[src/rtl/sw_alloc_pkg.sv]
// Shared flit-type encodings, router port count and allocator helpers.
// Pure definitions: no logic, no latency.
// No flow control here; consumers decide how to use the types.
`ifndef SW_ALLOC_DEFINES_SVH
`define SW_ALLOC_DEFINES_SVH
`define PORT_NUM      5
`define TYPE_HEAD     3'd0
`define TYPE_BODY     3'd1
`define TYPE_TAIL     3'd2
`define TYPE_HEADTAIL 3'd3
`define TYPE_TEST     3'd4
`define TYPE_ACK      3'd5
`define TYPE_ACK_BACK 3'd6
`endif

package sw_alloc_pkg;

  typedef enum logic {
    ARB_IDLE = 1'b0,
    ARB_HOLD = 1'b1
  } arb_state_t;

  // Flit types that close a packet and therefore release the output.
  function automatic logic is_last_flit(input logic [2:0] t);
    return (t == `TYPE_TAIL) || (t == `TYPE_HEADTAIL) || (t == `TYPE_TEST) ||
           (t == `TYPE_ACK) || (t == `TYPE_ACK_BACK);
  endfunction

  // Round-robin successor over the five ports, wrapping 4 -> 0.
  function automatic logic [2:0] next_idx(input logic [2:0] i);
    return (i == 3'd4) ? 3'd0 : i + 3'd1;
  endfunction

endpackage

[src/rtl/rr_arb5.sv]
// One output port's 5-way round-robin arbiter with wormhole hold.
// Latency: winner registered, owner/busy valid the cycle after the request.
// Backpressure: while holding, all other candidates wait until tail or abort.
module rr_arb5
  import sw_alloc_pkg::*;
(
  input  logic       clk,
  input  logic       reset,
  input  logic [4:0] cand,
  input  logic       own_vld,
  input  logic [2:0] own_type,
  input  logic       own_req,
  output logic [2:0] owner,
  output logic       busy,
  output logic [4:0] win
);

  arb_state_t state, state_nxt;
  logic [2:0] ptr, ptr_nxt, owner_nxt;
  logic [2:0] pick;
  logic       pick_vld;
  logic [3:0] sum;
  logic [2:0] idx;

  // First candidate at or after the pointer, scanning upward with wrap.
  always_comb begin
    pick     = 3'd0;
    pick_vld = 1'b0;
    sum      = 4'd0;
    idx      = 3'd0;
    for (int k = 0; k < 5; k++) begin
      sum = {1'b0, ptr} + 4'(k);
      idx = (sum >= 4'd5) ? 3'(sum - 4'd5) : sum[2:0];
      if (!pick_vld && cand[idx]) begin
        pick_vld = 1'b1;
        pick     = idx;
      end
    end
  end

  // Next-state: grab on idle, release on last flit or dropped request.
  always_comb begin
    state_nxt = state;
    owner_nxt = owner;
    ptr_nxt   = ptr;
    win       = 5'd0;
    case (state)
      ARB_IDLE: begin
        if (pick_vld) begin
          state_nxt = ARB_HOLD;
          owner_nxt = pick;
          win[pick] = 1'b1;
        end
      end
      ARB_HOLD: begin
        if (!own_req || (own_vld && is_last_flit(own_type))) begin
          state_nxt = ARB_IDLE;
          ptr_nxt   = next_idx(owner);
        end
      end
      default: state_nxt = ARB_IDLE;
    endcase
  end

  // State, owner and priority pointer registers.
  always_ff @(posedge clk or negedge reset) begin
    if (!reset) begin
      state <= ARB_IDLE;
      owner <= 3'd0;
      ptr   <= 3'd0;
    end else begin
      state <= state_nxt;
      owner <= owner_nxt;
      ptr   <= ptr_nxt;
    end
  end

  assign busy = (state == ARB_HOLD);

endmodule

[src/rtl/sw_alloc.sv]
// Switch allocator: five independent output arbiters, grants transposed per input.
// Latency: one cycle request-to-grant; all outputs come straight from registers.
// Backpressure: a held output ignores other requesters until tail or abort.
module sw_alloc
  import sw_alloc_pkg::*;
#(
  parameter int PORT_NUM = `PORT_NUM
) (
  input  logic                clk,
  input  logic                reset,
  input  logic                req_0,
  input  logic                req_1,
  input  logic                req_2,
  input  logic                req_3,
  input  logic                req_4,
  input  logic [PORT_NUM-1:0] port_0,
  input  logic [PORT_NUM-1:0] port_1,
  input  logic [PORT_NUM-1:0] port_2,
  input  logic [PORT_NUM-1:0] port_3,
  input  logic [PORT_NUM-1:0] port_4,
  input  logic                ovalid_0,
  input  logic                ovalid_1,
  input  logic                ovalid_2,
  input  logic                ovalid_3,
  input  logic                ovalid_4,
  input  logic [2:0]          otype_0,
  input  logic [2:0]          otype_1,
  input  logic [2:0]          otype_2,
  input  logic [2:0]          otype_3,
  input  logic [2:0]          otype_4,
  output logic [4:0]          grt_0,
  output logic [4:0]          grt_1,
  output logic [4:0]          grt_2,
  output logic [4:0]          grt_3,
  output logic [4:0]          grt_4,
  output logic [4:0]          obusy,
  output logic [2:0]          osel_0,
  output logic [2:0]          osel_1,
  output logic [2:0]          osel_2,
  output logic [2:0]          osel_3,
  output logic [2:0]          osel_4
);

  logic [4:0] req_v, vld_v, owned, busy_v;
  logic [4:0] port_v    [5];
  logic [4:0] tgt       [5];
  logic [4:0] base_cand [5];
  logic [4:0] grt_m     [5];
  logic [2:0] type_v    [5];
  logic [2:0] owner_v   [5];

  assign req_v = {req_4, req_3, req_2, req_1, req_0};
  assign vld_v = {ovalid_4, ovalid_3, ovalid_2, ovalid_1, ovalid_0};
  assign port_v[0] = port_0[4:0];
  assign port_v[1] = port_1[4:0];
  assign port_v[2] = port_2[4:0];
  assign port_v[3] = port_3[4:0];
  assign port_v[4] = port_4[4:0];
  assign type_v[0] = otype_0;
  assign type_v[1] = otype_1;
  assign type_v[2] = otype_2;
  assign type_v[3] = otype_3;
  assign type_v[4] = otype_4;

  // Keep only the lowest set bit of each target; an all-zero target requests nothing.
  always_comb begin
    for (int i = 0; i < 5; i++) begin
      tgt[i] = port_v[i] & (~port_v[i] + 5'd1);
    end
  end

  // Inputs already holding an output may not compete for another one.
  always_comb begin
    owned = 5'd0;
    for (int o = 0; o < 5; o++) begin
      if (busy_v[o]) owned[owner_v[o]] = 1'b1;
    end
  end

  // Raw candidate set per output, before the cross-output exclusion.
  always_comb begin
    for (int o = 0; o < 5; o++) begin
      base_cand[o] = 5'd0;
      for (int i = 0; i < 5; i++) begin
        base_cand[o][i] = req_v[i] & tgt[i][o] & ~owned[i];
      end
    end
  end

  // Outputs resolve in index order; a lower output's winner is masked from higher ones.
  for (genvar o = 0; o < 5; o++) begin : g_out
    logic [4:0] excl_in, cand, win;
    logic [2:0] owner;
    logic       busy;

    if (o == 0) begin : g_head
      assign excl_in = 5'd0;
    end else begin : g_link
      assign excl_in = g_out[o-1].excl_in | g_out[o-1].win;
    end

    assign cand = base_cand[o] & ~excl_in;

    rr_arb5 u_arb (
      .clk      (clk),
      .reset    (reset),
      .cand     (cand),
      .own_vld  (vld_v[owner]),
      .own_type (type_v[owner]),
      .own_req  (req_v[owner]),
      .owner    (owner),
      .busy     (busy),
      .win      (win)
    );

    assign busy_v[o]  = busy;
    assign owner_v[o] = owner;

    // A winner is never an input already claimed by a lower-index output.
    a_excl: assert property (@(posedge clk) disable iff (!reset) (win & excl_in) == 5'd0);
  end

  // Transpose registered ownership into per-input grant vectors.
  always_comb begin
    for (int i = 0; i < 5; i++) begin
      grt_m[i] = 5'd0;
      for (int o = 0; o < 5; o++) begin
        grt_m[i][o] = busy_v[o] && (owner_v[o] == 3'(i));
      end
    end
  end

  assign grt_0  = grt_m[0];
  assign grt_1  = grt_m[1];
  assign grt_2  = grt_m[2];
  assign grt_3  = grt_m[3];
  assign grt_4  = grt_m[4];
  assign obusy  = busy_v;
  assign osel_0 = busy_v[0] ? owner_v[0] : 3'd0;
  assign osel_1 = busy_v[1] ? owner_v[1] : 3'd0;
  assign osel_2 = busy_v[2] ? owner_v[2] : 3'd0;
  assign osel_3 = busy_v[3] ? owner_v[3] : 3'd0;
  assign osel_4 = busy_v[4] ? owner_v[4] : 3'd0;

endmodule

[config.mk]
export PLATFORM = sky130hd
export DESIGN_NAME = sw_alloc
export DESIGN_NICKNAME = d
export VERILOG_FILES = /design/src/rtl/sw_alloc_pkg.sv /design/src/rtl/rr_arb5.sv /design/src/rtl/sw_alloc.sv
export SDC_FILE = /design/constraint.sdc
export NUM_CORES = 1
export LEC_CHECK = 0
export CAP_MARGIN = 20
export CORE_MARGIN = 2
export CORE_UTILIZATION = 40
export CTS_CLUSTER_DIAMETER = 50
export DETAILED_ROUTE_END_ITERATION = 8
export DONT_BUFFER_PORTS = 1
export SETUP_SLACK_MARGIN = 0.2
export SKIP_LAST_GASP = 1
export SYNTH_ARGS = -nofsm -noshare
export SYNTH_HDL_FRONTEND = slang
export SYNTH_SLANG_ARGS = --single-unit
[constraint.sdc]
create_clock -name clk -period 11.45 [get_ports clk]
set_input_delay 1.7175 -clock clk [delete_from_list [all_inputs] [get_ports clk]]
set_output_delay 1.7175 -clock clk [all_outputs]
set_load 0.03 [all_outputs]
Yosys cells after proc, flatten, opt, wreduce, memory -nomap -nowiden --
Cells that the tools add are included.
Word-level totals: logic and storage cells 618, input bits 52, register bits 35, output and inout bits 45
Cells by class: bitwise logic cells 90, mux-type cells 216, reduce and logical (&&, ||, !) cells 124, equality and inequality tests 45, $lt $le $gt $ge 73, $add $sub $neg 55
Operators by type and width (number):
- $mux 3 | 70
- $lt 3x4->1 const B | 34
- $bmux 1 s3 | 35
- $ge 4x3->1 const B | 20
- $mux 1 | 79
- $sub 3x3->3 const B | 25
- $mux 5 | 13
- $eq 3x2->1 const B | 20
- $eq 3x3->1 const B | 20
- $logic_and 1x1->1 | 59
- $and 1x1->1 | 50
- $and 5x5->5 | 9
- $bmux 3 s3 | 5
- $not 5->5 | 9
- $add 3x2->4 const B | 10
- $or 5x5->5 | 7
- $demux 1 s3 | 9
- $ge 3x1->1 const B | 9
- $add 5x1->5 const B | 5
- $logic_not 1->1 | 25
- $logic_or 1x1->1 | 25
- $add 3x1->4 const B | 5
- $add 3x3->4 const B | 5
- $ge 4x4->1 const B | 5
- 8 further kinds | 50

Longest topological paths before layout --
depth in word-level cells 127, mapped depth 15, mapped depth without buffers 13

By module --
A second synthesis with hierarchy kept.
Unflattened totals: cell total of the unflattened synthesis 1276, area total of the unflattened synthesis 9920.8 um^2
Modules (own cells, without submodules):
- rr_arb5 (g_out[0].u_arb ...) | sequential area each 175.2 um^2, cells each 203, area each 1611.5 um^2, instances 4
- sw_alloc | sequential area each 0.0 um^2, cells each 287, area each 2042.0 um^2, instances 1
- rr_arb5 (g_out[4].u_arb) | sequential area each 175.2 um^2, cells each 177, area each 1432.6 um^2, instances 1

Least setup slack after synthesis --
No wires, ideal clock.
kind in2reg, start point input port_4[0], end point register g_out[3].u_arb.owner[1], stages on the path 8, slack 7.347 ns, buffers on the path 0, required time 11.310 ns, arrival 3.963 ns, setup time 0.140 ns, cell sequence or3_1 nor4_1 nand3_1 or4_1 o21ai_0 mux2_2 a2111oi_0 a211oi_1
Between the ends: longest elaborated chain between the ends 92, elaborated cells on any way between the ends 153, those cells by class add/sub: 1; order compare: 6; mux: 92; bitwise: 18; reduce/logical: 36
RTL lines:
- start: declaration | line sw_alloc.sv:20 | input logic [PORT_NUM-1:0] port_4,
- $not 5->5 | line sw_alloc.sv:68 | tgt[i] = port_v[i] & (~port_v[i] + 5'd1);
- $add 5x1->5 | line sw_alloc.sv:68
- $and 5x5->5 (*) | line sw_alloc.sv:68
- $and 1x1->1 (2 in a row) | line sw_alloc.sv:85 | base_cand[o][i] = req_v[i] & tgt[i][o] & ~owned[i];
- $bmux 1 s3 | line rr_arb5.sv:34 | if (!pick_vld && cand[idx]) begin
- $mux 1 (not written as such) | line rr_arb5.sv:34
- $mux 1 | line rr_arb5.sv:34
- $logic_not 1->1 | line rr_arb5.sv:34
- [... 75 more ...]
- $mux 1 | line rr_arb5.sv:34
- $logic_not 1->1 | line rr_arb5.sv:34
- $logic_and 1x1->1 | line rr_arb5.sv:34
- $mux 1 | line rr_arb5.sv:34
- $logic_not 1->1 | line rr_arb5.sv:34
- $logic_and 1x1->1 | line rr_arb5.sv:34
- $mux 1 | line rr_arb5.sv:34
- $reduce_and 2->1 (no source line)
- end signal: assignment | line rr_arb5.sv:73 | owner <= owner_nxt;
- end: declaration | line rr_arb5.sv:13 | output logic [2:0] owner,
Mark *: on every way between the ends. The rest lies on a longest branch, timed or not. The select of a mux whose other input is x is not followed. A chain may end at the register's enable or synchronous reset.

Final worst setup path --
Ends and elaborated chain as after synthesis.

==> impl_results.md <==
- EDFF count, synth: 0
- Final period utilization: 0.386
- Pwr Density: 336 nW/µm²
- Hold Startpoint: g_out[1].u_arb.ptr[1]
- Final setup vio count: 0
- Min-Delay Endpoint: g_out[1].u_arb.ptr[1]
- Simple-gate share of the synthesized area: 0.309
- Outcome: complete, no violations
- Worst R2R Setup Slack: 7.06 ns
- Synth Area in Compound Gates: 0.247
- Syn Area/Cell: 7.48 µm²
- Top-area cell type share of the netlist area: 0.106
- Setup Total Neg Slack: 0 ns
- Pre-antenna DRT Iters: 7
- Slew HR: 0.278
- Worst setup EP type: flop
- GPL Wtd Cong: 0.932
- Syn Inst Count: 1109
- # rows: 52
- Post-synth top flop: dfrtp_1
- Kind of critical path: in -> reg
- Synth Area in Adders: 0.107
- Die X: 148 µm
- Max Fclk: 226 MHz
- RSZ-0062 raised after global routing: false
- Crit path max-delay cell type: nor4_1
- Initial antenna violation count: 0
- Most common cell after layout, fill and taps aside: nor2_1
- Post-DR wirelength/cell: 21.4 µm
- Clock latency on the worst-skew pair: 0.30 ns
- Setup bufs post-CTS: 0
- Largest cells by area after synthesis: dfrtp_1, ha_1, mux2i_1
- Post-layout minimum cycle time: 4.42 ns
- Largest family of logic cells by synthesized area: simple AND/OR/NAND/NOR gates
- Largest net degree at the start of global routing: 36
- Pleak: 3.38 nW
- Post-synth ARST share: 1.00
- Slew Limit Fails: 0
- Setup crit start kind: primary input
- Antenna diode count: 0
- Gr ovfl total: 0
- Final core occ: 0.422
- Post-synthesis xor/xnor area fraction: 0.0317
- Placed wire-length estimate: 22.1 mm
- Worst Tran Pin Value: 1.07 ns
- Ys Warns: 0
- Remaining DRCs: 0
- Total CTS buffers: 5
- Antenna Violating Nets Remaining: 0
- Most frequent cells in the layout: nor2_1, nand2_1, a21oi_1, ha_1, inv_1
- Number of DRC markers in iteration 0: 730
- Die height: 148 µm
- Clock Tree Root: clkbuf_16
- Via count: 8672
- Share of cells above drive strength 1: 0.0781
- Yosys top cell by area: dfrtp_1
- Die area: 21900 µm²
- TritonCTS clock tree: built
- CTS Hold Bufs: 0
- Place WS: 6.81 ns
- Max cap viols: 0
- Max FO, Critical Path: 7
- Post-CTS sizing: 0
- CP arrival: 4.59 ns
- Hold-critical path depth: 2
- Mapped Nets: 1229
- Critical-path cell list: or3_1 > nor4_1 > nand3_1 > or4_1 > o21ai_0 > mux2_2 > a2111oi_0 > a211oi_1
- Placed insts: 1324
- R2R depth: 10
- Worst Hold Class: reg -> reg
- Final Skew: 0.00456 ns
- CTS clock-pin slew for the worst setup and hold paths: 0.06 ns
- Max clock buf depth: 2
- Worst R2R Start: g_out[2].u_arb.ptr[0]
- Post-synthesis mux area share: 0.138
- Vias in the first global route: 8165
- Worst Path Required: 11.62 ns
- Area delta synth->final: 3.30%
- #FFs+latches synth: 35
- R2R Path End: g_out[2].u_arb.owner[0]
- CP max stage delay: 0.61 ns
- CORE AREA: 20300 µm²
- First-pass GRT wire length: 45.3 mm
- Final net count: 1182
- H-tree depth: 2
- Synth cell types: 95
- Vias per inst: 6.51
- Synth Cell Area: 8300 µm²
- Non-Filler Instances: 1333
- Drt total wl: 28.6 mm
- I/O pin count: 97
- Hold Fails Final Rpt: 0
- Starting Density: 0.409
- # port buffers: 0
- Max VDD drop: 0.167 mV
- GRT Total Usage: 0.258
- Seq/Total Area, Yosys: 0.106
- Clk sinks: 35
- Post-layout worst setup margin: 7.03 ns
[report_power, final]
part / switching (mW) / total, mW / internal, mW
Clock: 0.0650 / 0.174 / 0.109
Sequential: 0.263 / 0.441 / 0.178
Combinational: 1.37 / 2.27 / 0.903
Total: 1.69 / 2.88 / 1.19
[cell type report]
cell class,count,area (µm²)
clock inverter,2,35.0
multi-input combinational,951,6900
timing repair buffer,6,42.5
clock buffer,6,139
fill,2158,11700
inverter,63,236
tap,270,338
sequential,35,876
[stage by stage]
| step | instance area (µm²) | total power, mW | hold WS (ns) |
|---|---|---|---|
| 2_1_floorplan | 8300 | 2.20 | 0.603 |
| 3_3_place_gp | 8390 | 2.66 | 0.729 |
| 3_5_place_dp | 8390 | 2.67 | 0.731 |
| 4_1_cts | 8570 | 2.85 | 0.740 |
| 5_1_grt | 8570 | 3.16 | 0.801 |
| 6_report | 8570 | 2.88 | 0.738 |
[cells by family after synthesis]
family / count (synthesis)
AO/OA/AOI/OAI: 303
adder cells (fa/ha/maj): 68
flip-flops: 35
XOR/XNOR: 30
buffers and inverters: 123
multiplexers: 96
AND/OR/NAND/NOR: 454
[worst max-delay path by stage]
stage,start,slack (ns),depth (start not counted),to
2_1_floorplan,port_4[0],7.35,8,g_out[3].u_arb.owner[1]
3_3_place_gp,port_4[0],6.82,8,g_out[3].u_arb.owner[1]
3_5_place_dp,port_4[0],6.81,8,g_out[3].u_arb.owner[1]
4_1_cts,port_4[0],7.12,8,g_out[3].u_arb.owner[1]
5_1_grt,g_out[2].u_arb.ptr[0],6.66,9,g_out[2].u_arb.owner[2]
6_report,port_4[0],7.03,8,g_out[3].u_arb.owner[1]
[critical path, delay by kind of cell]
kind	cells	cell delay, ns
multiplexers	1	0.37
AO/OA/AOI/OAI	3	0.59
AND/OR/NAND/NOR	4	1.92
[sequential cells by signal, summed over array words and instances (netlist names)]
name               cells
g_out.u_arb.owner     15
g_out.u_arb.ptr       15
g_out.u_arb.busy       5
[per-layer routing]
metal  part of all wire  GRT usage
met1               0.44      0.352
met2               0.45      0.411
met3              0.074     0.0441
met4              0.033     0.0943
met5                  0          0
[cells in the mapped netlist (all sizes together), types with 8 or more instances]
cell type	number
nor4b	8
nor2b	15
and2	30
or3	10
nand2	77
a221oi	8
o21ai	57
buf	22
nor4	18
xnor2	27
dfrtp	35
nor3	36
and3	24
nand2b	18
clkbuf	38
mux2	26
nor3b	9
mux2i	58
or2	11
mux4	12
ha	63
nand3	38
inv	60
o21a	9
nand4	20
a31oi	17
o22ai	22
a211oi	13
o31ai	13
nor2	92
a21o	14
a21oi	75
(Power assumes the default switching activity.)
